### config.mk
export PLATFORM = sky130hd
export DESIGN_NAME = osc_cmd_ctrl
export DESIGN_NICKNAME = d
export VERILOG_FILES = /design/src/rtl/osc_cmd_pkg.sv /design/src/rtl/osc_cmd_ctrl_gap_timer.sv /design/src/rtl/osc_cmd_ctrl.sv
export SDC_FILE = /design/constraint.sdc
export NUM_CORES = 1
export LEC_CHECK = 0
export CAP_MARGIN = 10
export CORE_MARGIN = 1
export CORE_UTILIZATION = 60
export CTS_CLUSTER_SIZE = 40
export DETAILED_ROUTE_END_ITERATION = 16
export PLACE_DENSITY_LB_ADDON = 0.05
export SYNTH_ARGS = -nofsm -noshare
export SYNTH_HDL_FRONTEND = slang
export SYNTH_SLANG_ARGS = --single-unit
### constraint.sdc
create_clock -name CLK -period 5.4 [get_ports CLK]
set_input_delay 0.54 -clock CLK [delete_from_list [all_inputs] [get_ports CLK]]
set_output_delay 0.54 -clock CLK [all_outputs]
set_load 0.01 [all_outputs]
### src/rtl/osc_cmd_pkg.sv
// osc_cmd_pkg: shared constants and state encoding for the oscilloscope command controller
package osc_cmd_pkg;
  localparam logic [7:0] SYNC_BYTE_DEF = 8'hA5;
  localparam logic [7:0] ADDR_TRIG = 8'd0;
  localparam logic [7:0] ADDR_TB = 8'd1;
  localparam logic [7:0] ADDR_CTRL = 8'd2;
  localparam logic [7:0] ADDR_ARM = 8'd3;
  localparam logic [1:0] ERR_NONE = 2'd0;
  localparam logic [1:0] ERR_CHK = 2'd1;
  localparam logic [1:0] ERR_ADDR = 2'd2;
  localparam logic [1:0] ERR_TIMEOUT = 2'd3;
  typedef enum logic [1:0] {S_IDLE, S_GET_ADDR, S_GET_DATA, S_GET_CHK} state_t;
endpackage

### src/rtl/osc_cmd_ctrl_gap_timer.sv
// gap_timer: inter-byte timeout counter, EXPIRED while the count sits at TIMEOUT_CYC-1
// Ports: CLK clock, RST sync reset, CLR clear count, EN count enable, EXPIRED timeout reached
module gap_timer #(
  parameter int TIMEOUT_CYC = 50000
) (
  input  logic CLK,
  input  logic RST,
  input  logic CLR,
  input  logic EN,
  output logic EXPIRED
);
  localparam int W = TIMEOUT_CYC > 2 ? $clog2(TIMEOUT_CYC) : 1;
  logic [W-1:0] r_cnt;
  always_ff @(posedge CLK)
    r_cnt <= RST || CLR ? '0 : EN && !EXPIRED ? r_cnt + W'(1) : r_cnt;
  assign EXPIRED = r_cnt == W'(TIMEOUT_CYC - 1);
endmodule

### src/rtl/osc_cmd_ctrl.sv
// osc_cmd_ctrl: frames 4-byte command packets (SYNC, ADDR, DATA, CHK) into scope config register writes
// Ports: CLK/RST sync active-high; BYTE_IN/BYTE_RDY received byte strobe;
//        TRIG_LEVEL, TIMEBASE, RUN, TRIG_EDGE config outputs; ARM_PULSE, CMD_OK, CMD_ERR one-cycle pulses;
//        ERR_CODE cause of last error (1 checksum, 2 bad address, 3 timeout)
module osc_cmd_ctrl
  import osc_cmd_pkg::*;
#(
  parameter int         TIMEOUT_CYC = 50000,
  parameter logic [7:0] SYNC_BYTE   = SYNC_BYTE_DEF,
  parameter logic [7:0] TRIG_RST    = 8'h80
) (
  input  logic       CLK,
  input  logic       RST,
  input  logic [7:0] BYTE_IN,
  input  logic       BYTE_RDY,
  output logic [7:0] TRIG_LEVEL,
  output logic [7:0] TIMEBASE,
  output logic       RUN,
  output logic       TRIG_EDGE,
  output logic       ARM_PULSE,
  output logic       CMD_OK,
  output logic       CMD_ERR,
  output logic [1:0] ERR_CODE
);
  state_t     r_state, w_next;
  logic [7:0] r_addr, r_data, r_trig, r_tb;
  logic       r_run, r_edge, r_arm, r_ok, r_err;
  logic [1:0] r_code, w_code;
  logic       w_expired, w_timeout, w_eval, w_ok, w_err;
  gap_timer #(.TIMEOUT_CYC(TIMEOUT_CYC)) u_gap_timer (
    .CLK(CLK),
    .RST(RST),
    .CLR(BYTE_RDY || r_state == S_IDLE),
    .EN(r_state != S_IDLE),
    .EXPIRED(w_expired)
  );
  // A byte arriving on the expiry cycle wins over the timeout.
  assign w_timeout = w_expired && !BYTE_RDY && r_state != S_IDLE;
  always_ff @(posedge CLK)
    r_state <= RST ? S_IDLE : w_next;
  always_comb begin
    w_next = r_state;
    if (w_timeout) w_next = S_IDLE;
    else if (BYTE_RDY)
      w_next = r_state == S_IDLE     ? (BYTE_IN == SYNC_BYTE ? S_GET_ADDR : S_IDLE) :
               r_state == S_GET_ADDR ? S_GET_DATA :
               r_state == S_GET_DATA ? S_GET_CHK  : S_IDLE;
  end
  // Checksum is judged before the address range.
  always_comb begin
    w_eval = BYTE_RDY && r_state == S_GET_CHK;
    w_ok   = w_eval && BYTE_IN == 8'(r_addr + r_data) && r_addr <= ADDR_ARM;
    w_err  = (w_eval && !w_ok) || w_timeout;
    w_code = w_timeout ? ERR_TIMEOUT : BYTE_IN != 8'(r_addr + r_data) ? ERR_CHK : ERR_ADDR;
  end
  always_ff @(posedge CLK) begin
    if (RST) begin
      r_addr <= '0;
      r_data <= '0;
      r_trig <= TRIG_RST;
      r_tb   <= '0;
      r_run  <= 1'b0;
      r_edge <= 1'b0;
      r_arm  <= 1'b0;
      r_ok   <= 1'b0;
      r_err  <= 1'b0;
      r_code <= ERR_NONE;
    end else begin
      if (BYTE_RDY && r_state == S_GET_ADDR) r_addr <= BYTE_IN;
      if (BYTE_RDY && r_state == S_GET_DATA) r_data <= BYTE_IN;
      r_ok  <= w_ok;
      r_err <= w_err;
      r_arm <= w_ok && r_addr == ADDR_ARM;
      if (w_err) r_code <= w_code;
      if (w_ok && r_addr == ADDR_TRIG) r_trig <= r_data;
      if (w_ok && r_addr == ADDR_TB) r_tb <= r_data;
      if (w_ok && r_addr == ADDR_CTRL) {r_edge, r_run} <= r_data[1:0];
    end
  end
  assign TRIG_LEVEL = r_trig;
  assign TIMEBASE   = r_tb;
  assign RUN        = r_run;
  assign TRIG_EDGE  = r_edge;
  assign ARM_PULSE  = r_arm;
  assign CMD_OK     = r_ok;
  assign CMD_ERR    = r_err;
  assign ERR_CODE   = r_code;
endmodule
==> impl_metrics.toml, run 1 <==
[routing]
via_per_inst = 6.17
drt_iter0_drc = 241
routed_wl_um = 6710
drc = 0
drt_pass1_iterations = 4
num_vias = 2581
antenna_left = 0
avgRoutedWirePerCell_um = 16.1

[clocking]
cts_buffers = 9
post_cts_buffers = 0
cts_tree = "yes"
cts_hold_buffers = 0
cts_sinks = 57
clkLatencyLatePin_ps = 340
htree_levels = 3
clk_pin_slew_ps = 60
cts_resized = 0
cts.path.max_buffers = 2
root_buffer = "clkbuf_8"

[finish]
seq_area_um2 = 1140
diodes = 0
multi_input_area_um2 = 1690
post-route-util_pct = 73.0
design_area_um2 = 3430
drive_above_1_share_pct = 7.14
syn_to_final_growth_pct = 17.3
fill_cells = 386
final_nets = 384

[flow_run]
cap_violations = 0

[worst_setup_path]
criticalPathCategory = "in2reg"
ff2ff_path_depth = 8
worst-path-buf-inv = 1
r2r-end = "TRIG_EDGE$_SDFFE_PP0P_"
crit_path_cell_trace = "clkdlybuf4s50_1, nand2_1, nor4_1, nand3b_1, nor3_2, mux2i_1"
rrSetupSlack_ps = 2510
crit_start = "BYTE_RDY"
path_delay_family = "simple AND/OR/NAND/NOR gates"
end_kind = "register"
worstPathRequired_ps = 5650
critPathSlowestCell = "clkdlybuf4s50_1"
path_max_fanout = 26
max_stage_delay_ps = 1040
startpoint_type = "input port"
arrival_ps = 3310
timing.rr.start = "r_addr[0]$_SDFFE_PP0P_"

[pwr]
seqPwrFrac_pct = 50.3
clkPwrFrac_pct = 41.8
p_int_w = 0.000639
p_switching_w = 0.000213
p_comb_share_pct = 7.9
report.power.total_w = 0.000852
p_per_area_nw_per_um2 = 249
leakage_nw = 1.16
swShare_pct = 25.0
vdd_drop_max_mv = 0.177

[synth]
ys_seq_elements = 57
synth_ff_type = "dfxtp_1"
avgSynthCellArea_um2 = 8.83
syn_nets = 356
syn_inst = 331
synth_area_um2 = 2920
ys_warn_count = 0
ys_types = 56
synth_edf_count = 0
ys_seq_area_share_pct = 39.1
async_flop_share_pct = 0

[placed_design]
dpl_cell_area_um2 = 3250
gp_congestion = 0.833
dp_slack_ps = 2050
hpwl_um = 4740
port_buffers = 33

[global_route]
gr-total-overflow = 0
gr-usage-all-layers_pct = 27.9
grt_antenna_before_repair = 0
grt_pass1_wl_um = 11100
grt_max_degree = 38
grt_pass1_vias = 2366

[hold_path]
hold_path_depth = 2
min_from = "TRIG_LEVEL[2]$_SDFFE_PP0P_"
holdCritPathClass = "reg2reg"
whs_endpoint = "TRIG_LEVEL[2]$_SDFFE_PP0P_"

[sta]
final_max_slew_viol_count = 0
slew-limit-headroom_pct = 41.3
fin_tns_setup_ps = 0
setup_viol = 0
hold_viol = 0
final.setup_skew_ps = 9.13
timing.fmax_mhz = 327
setup_slack_ps = 2340
worstMarginPinSlew_ps = 878
fin_crit_sh_pct = 56.7
rsz0062_at_grt = "false"
min_period_ps = 3060

[die]
die-height_um = 71.8
die_area_um2 = 5150
io_pins = 34
core_area_um2 = 4690
row_count = 25
die_w_um = 71.8
start_util_pct = 62.3

[status]
status = "completed"
==> power by group through the flow <==
stage          logic (W)  registers (W)  clock network, W
6_report       0.0000672       0.000428          0.000356
5_1_grt        0.0000733       0.000429          0.000375
4_1_cts        0.0000667       0.000428          0.000357
3_5_place_dp   0.0000664       0.000438                 0
3_3_place_gp   0.0000650       0.000437                 0
2_1_floorplan  0.0000472       0.000436                 0
==> stage by stage <==
stage / hold slack [ps] / std cells
2_1_floorplan: 453 / 331
3_3_place_gp: 445 / 402
3_5_place_dp: 457 / 402
4_1_cts: 464 / 418
5_1_grt: 478 / 418
6_report: 464 / 418
==> layer usage <==
layer	wire (µm)	GRT usage, %	up-vias
met2	3120	41.6	64
met5	0	0	-
met1	3240	40.2	1235
met4	53	11.1	0
met3	304	4.92	7
li1	-	-	1275
==> registers in the layout, summed over array words and instances, names as in the netlist <==
| register | flops |
|---|---|
| TIMEBASE | 8 |
| TRIG_EDGE | 1 |
| r_data | 8 |
| TRIG_LEVEL | 8 |
| CMD_OK | 1 |
| RUN | 1 |
| ARM_PULSE | 1 |
| r_addr | 8 |
| CMD_ERR | 1 |
| ERR_CODE | 2 |
| r_state | 2 |
| u_gap_timer.r_cnt | 16 |
==> worst reg2reg max path, delay by kind of cell, from the launching register on <==
| kind | cells | cell delay [ps] |
|---|---|---|
| flops | 1 | 390 |
| compound gates | 6 | 1680 |
| fa+ha+maj | 2 | 680 |
==> worst max-delay path by stage <==
stage / end / slack (ps) / cells after the start
floorplan: TIMEBASE[4]$_SDFFE_PP0P_ / 2880 / 9
global placement: TIMEBASE[1]$_SDFFE_PP0P_ / 2220 / 6
detailed placement: TIMEBASE[0]$_SDFFE_PP0P_ / 2050 / 6
CTS: TIMEBASE[0]$_SDFFE_PP0P_ / 2360 / 6
global route: TIMEBASE[0]$_SDFFE_PP0P_ / 2100 / 6
finish: TIMEBASE[0]$_SDFFE_PP0P_ / 2340 / 6
==> cell usage after synthesis, types with 3 or more instances <==
cell type	count	area share [%]
dfxtp_1	57	39
nand4_1	16	3.4
o21a_1	3	0.77
nor3_1	7	1.2
xor2_1	12	3.6
nor2_1	24	3.1
nand2_1	35	4.5
or3_1	4	0.86
o21ai_0	7	1.2
mux2i_1	7	2.4
inv_1	4	0.51
a21oi_1	31	5.3
ha_1	13	5.6
nand3_1	21	3.6
xnor2_1	12	3.6
o31ai_1	11	2.8
clkbuf_1	11	1.4
and3_1	3	0.64
buf_2	4	0.69
==> cell usage in the layout, fill, tap and decap left out, types with 2 or more instances in the layout <==
master,count
nand2_1,35
a21o_1,2
o21ai_0,7
o21a_1,3
clkbuf_8,11
nor4bb_1,2
nor4b_1,2
xnor2_1,12
nand3_1,21
dfxtp_1,57
a31oi_1,2
and4_1,2
nor2_1,24
nand3b_1,2
or3_1,4
inv_1,4
ha_1,13
xor2_1,12
mux2i_1,7
clkdlybuf4s50_1,33
clkbuf_1,3
and2_1,2
nand4_1,16
nor3_1,7
o31ai_1,11
nor4_1,2
o311ai_0,2
nor3_2,2
nor2b_1,2
o41ai_1,2
a21oi_1,31
and3_1,3
==> logic make-up after synthesis <==
kind of cell             share of synthesized area (%)
flip-flops                                        39.1
buffers and inverters                             3.25
AO/OA/AOI/OAI                                     17.9
multiplexers                                      2.40
AND/OR/NAND/NOR                                   23.9
XOR/XNOR                                          7.19
adder cells (fa/ha/maj)                           6.25
==> final cells by class <==
| type | count | area share [%] |
|---|---|---|
| timing repair buffer | 34 | 9.86 |
| clock inverter | 2 | 0.365 |
| sequential | 57 | 33.3 |
| tap | 54 | 1.97 |
| clock buffer | 14 | 4.75 |
| multi-input combinational | 252 | 49.2 |
| inverter | 5 | 0.548 |
(Power assumes the default switching activity.)
==> run 2: changes to the inputs <==
--- a/config.mk
+++ b/config.mk
@@ -7,7 +7,7 @@
 export LEC_CHECK = 0
 export CAP_MARGIN = 10
 export CORE_MARGIN = 1
-export CORE_UTILIZATION = 60
+export CORE_UTILIZATION = 56
 export CTS_CLUSTER_SIZE = 40
 export DETAILED_ROUTE_END_ITERATION = 16
 export PLACE_DENSITY_LB_ADDON = 0.05
==> constraint.sdc (replaced) <==
create_clock -name CLK -period 3.2 [get_ports CLK]
set_input_delay 0.32 -clock CLK [delete_from_list [all_inputs] [get_ports CLK]]
set_output_delay 0.32 -clock CLK [all_outputs]
set_load 0.01 [all_outputs]
==> impl_metrics.toml, run 2 (synthesis gave the netlist of run 1 again) <==
[status]
status = "completed"

[worst_setup_path]
startpoint_type = "register"
end_kind = "register"
timing.rr.start = "r_addr[0]$_SDFFE_PP0P_"
criticalPathCategory = "reg2reg"
r2r-end = "TRIG_EDGE$_SDFFE_PP0P_"
path_max_fanout = 17
rrSetupSlack_ps = 310
arrival_ps = 3080
ff2ff_path_depth = 8
crit_start = "r_addr[0]$_SDFFE_PP0P_"
worstPathRequired_ps = 3390

[placed_design]
port_buffers = 33
gp_congestion = 0.854
dp_slack_ps = 404
hpwl_um = 4730

[routing]
drc = 0
routed_wl_um = 6510
via_per_inst = 5.91
num_vias = 2552
avgRoutedWirePerCell_um = 15.1
drt_iter0_drc = 142
drt_pass1_iterations = 5
antenna_left = 0

[clocking]
clk_pin_slew_ps = 60
cts_hold_buffers = 0
clkLatencyLatePin_ps = 340
htree_levels = 3
cts_resized = 0
post_cts_buffers = 0
cts_buffers = 9
cts_sinks = 57
cts_tree = "yes"
root_buffer = "clkbuf_8"
cts.path.max_buffers = 2

[die]
start_util_pct = 59.9
core_area_um2 = 4880
die_area_um2 = 5510
die-height_um = 74.2
io_pins = 34
die_w_um = 74.2
row_count = 25

[finish]
fill_cells = 432
syn_to_final_growth_pct = 18.0
layout_commonest_cell = "dfxtp_1"
most-common-layout-cells = "57 x dfxtp_1, 35 x nand2_1, 33 x clkdlybuf4s50_1, 31 x a21oi_1, 24 x nor2_1"
diodes = 0
largest_reg_flops = 16
final_nets = 385
largest-register = "u_gap_timer.r_cnt"
drive_above_1_share_pct = 7.67

[sta]
worstMarginPinSlew_ps = 780
rsz0062_at_grt = "false"
final_max_slew_viol_count = 0
final.setup_skew_ps = 7.44
timing.fmax_mhz = 346
min_period_ps = 2890
fin_tns_setup_ps = 0
setup_viol = 0
fin_crit_sh_pct = 90.3
slew-limit-headroom_pct = 48.0
hold_viol = 0
setup_slack_ps = 311

[flow_run]
cap_violations = 0

[global_route]
grt_pass1_wl_um = 10900
grt_antenna_before_repair = 0
grt_pass1_vias = 2283
gr-total-overflow = 0
gr-usage-all-layers_pct = 26.0
grt_max_degree = 36

[hold_path]
whs_endpoint = "TIMEBASE[1]$_SDFFE_PP0P_"
holdCritPathClass = "reg2reg"
hold_path_depth = 2
min_from = "TIMEBASE[1]$_SDFFE_PP0P_"

[pwr]
leakage_nw = 1.17
vdd_drop_max_mv = 0.286
p_per_area_nw_per_um2 = 415
report.power.total_w = 0.00143
==> run 2: cell count changes in the layout (fill, tap and decap cells not counted), sizes merged <==
cell | previous run | this run
clkbuf | 14 | 13
clkinv | 2 | 4
clkinvlp | 1 | 0
buf | 1 | 2
==> run 2: layer usage <==
layer  part of all wire, %  vias to the layer above  track usage [%]
met5                     0                        -                0
met4                   1.8                        0             11.7
met3                   4.6                       11             4.47
met2                    42                       78             37.0
met1                    51                     1186             38.4
li1                      -                     1277                -
==> run 2: layout make-up <==
type | count | area [µm²] | share of cell area [%]
multi-input combinational | 252 | 1690 | 48.9
sequential | 57 | 1140 | 33.1
clock inverter | 3 | 15.0 | 0.435
clock buffer | 13 | 159 | 4.61
tap | 67 | 83.8 | 2.43
timing repair buffer | 35 | 345 | 10.0
inverter | 5 | 18.8 | 0.544
==> run 2: how the worst max path moves through the flow <==
stage	endpoint	slack [ps]	cells after the start
floorplan	TIMEBASE[4]$_SDFFE_PP0P_	680	9
global placement	TRIG_EDGE$_SDFFE_PP0P_	530	8
detailed placement	TRIG_EDGE$_SDFFE_PP0P_	400	8
CTS	TRIG_EDGE$_SDFFE_PP0P_	380	8
global route	TIMEBASE[0]$_SDFFE_PP0P_	190	8
finish	TRIG_EDGE$_SDFFE_PP0P_	310	8
==> run 2: per-stage QoR <==
stage	hold WS [ps]	instance area, µm²	util (%)	instances
final	461	3450	70.7	432
after global routing	479	3450	70.7	432
after CTS	463	3450	70.7	432
after detailed placement	455	3270	67.1	416
after global placement	447	3270	67.1	416
after floorplan	453	2920	-	331
==> run 2: worst max-delay path, cell delays in order, from the launching register on <==
cell and delay (ps):
dfxtp_1 370, ha_1 250, fa_1 430, a211oi_2 310, o21bai_1 120, a211oi_1 380
o22ai_2 330, o311ai_0 410, o41ai_1 130
==> run 2: where the power goes <==
| group | total [W] | internal, W | switching, W |
|---|---|---|---|
| clock | 0.000595 | 0.000319 | 0.000275 |
| sequential | 0.000723 | 0.000715 | 0.00000734 |
| combinational | 0.000114 | 0.0000414 | 0.0000730 |
| total | 0.00143 | 0.00108 | 0.000356 |
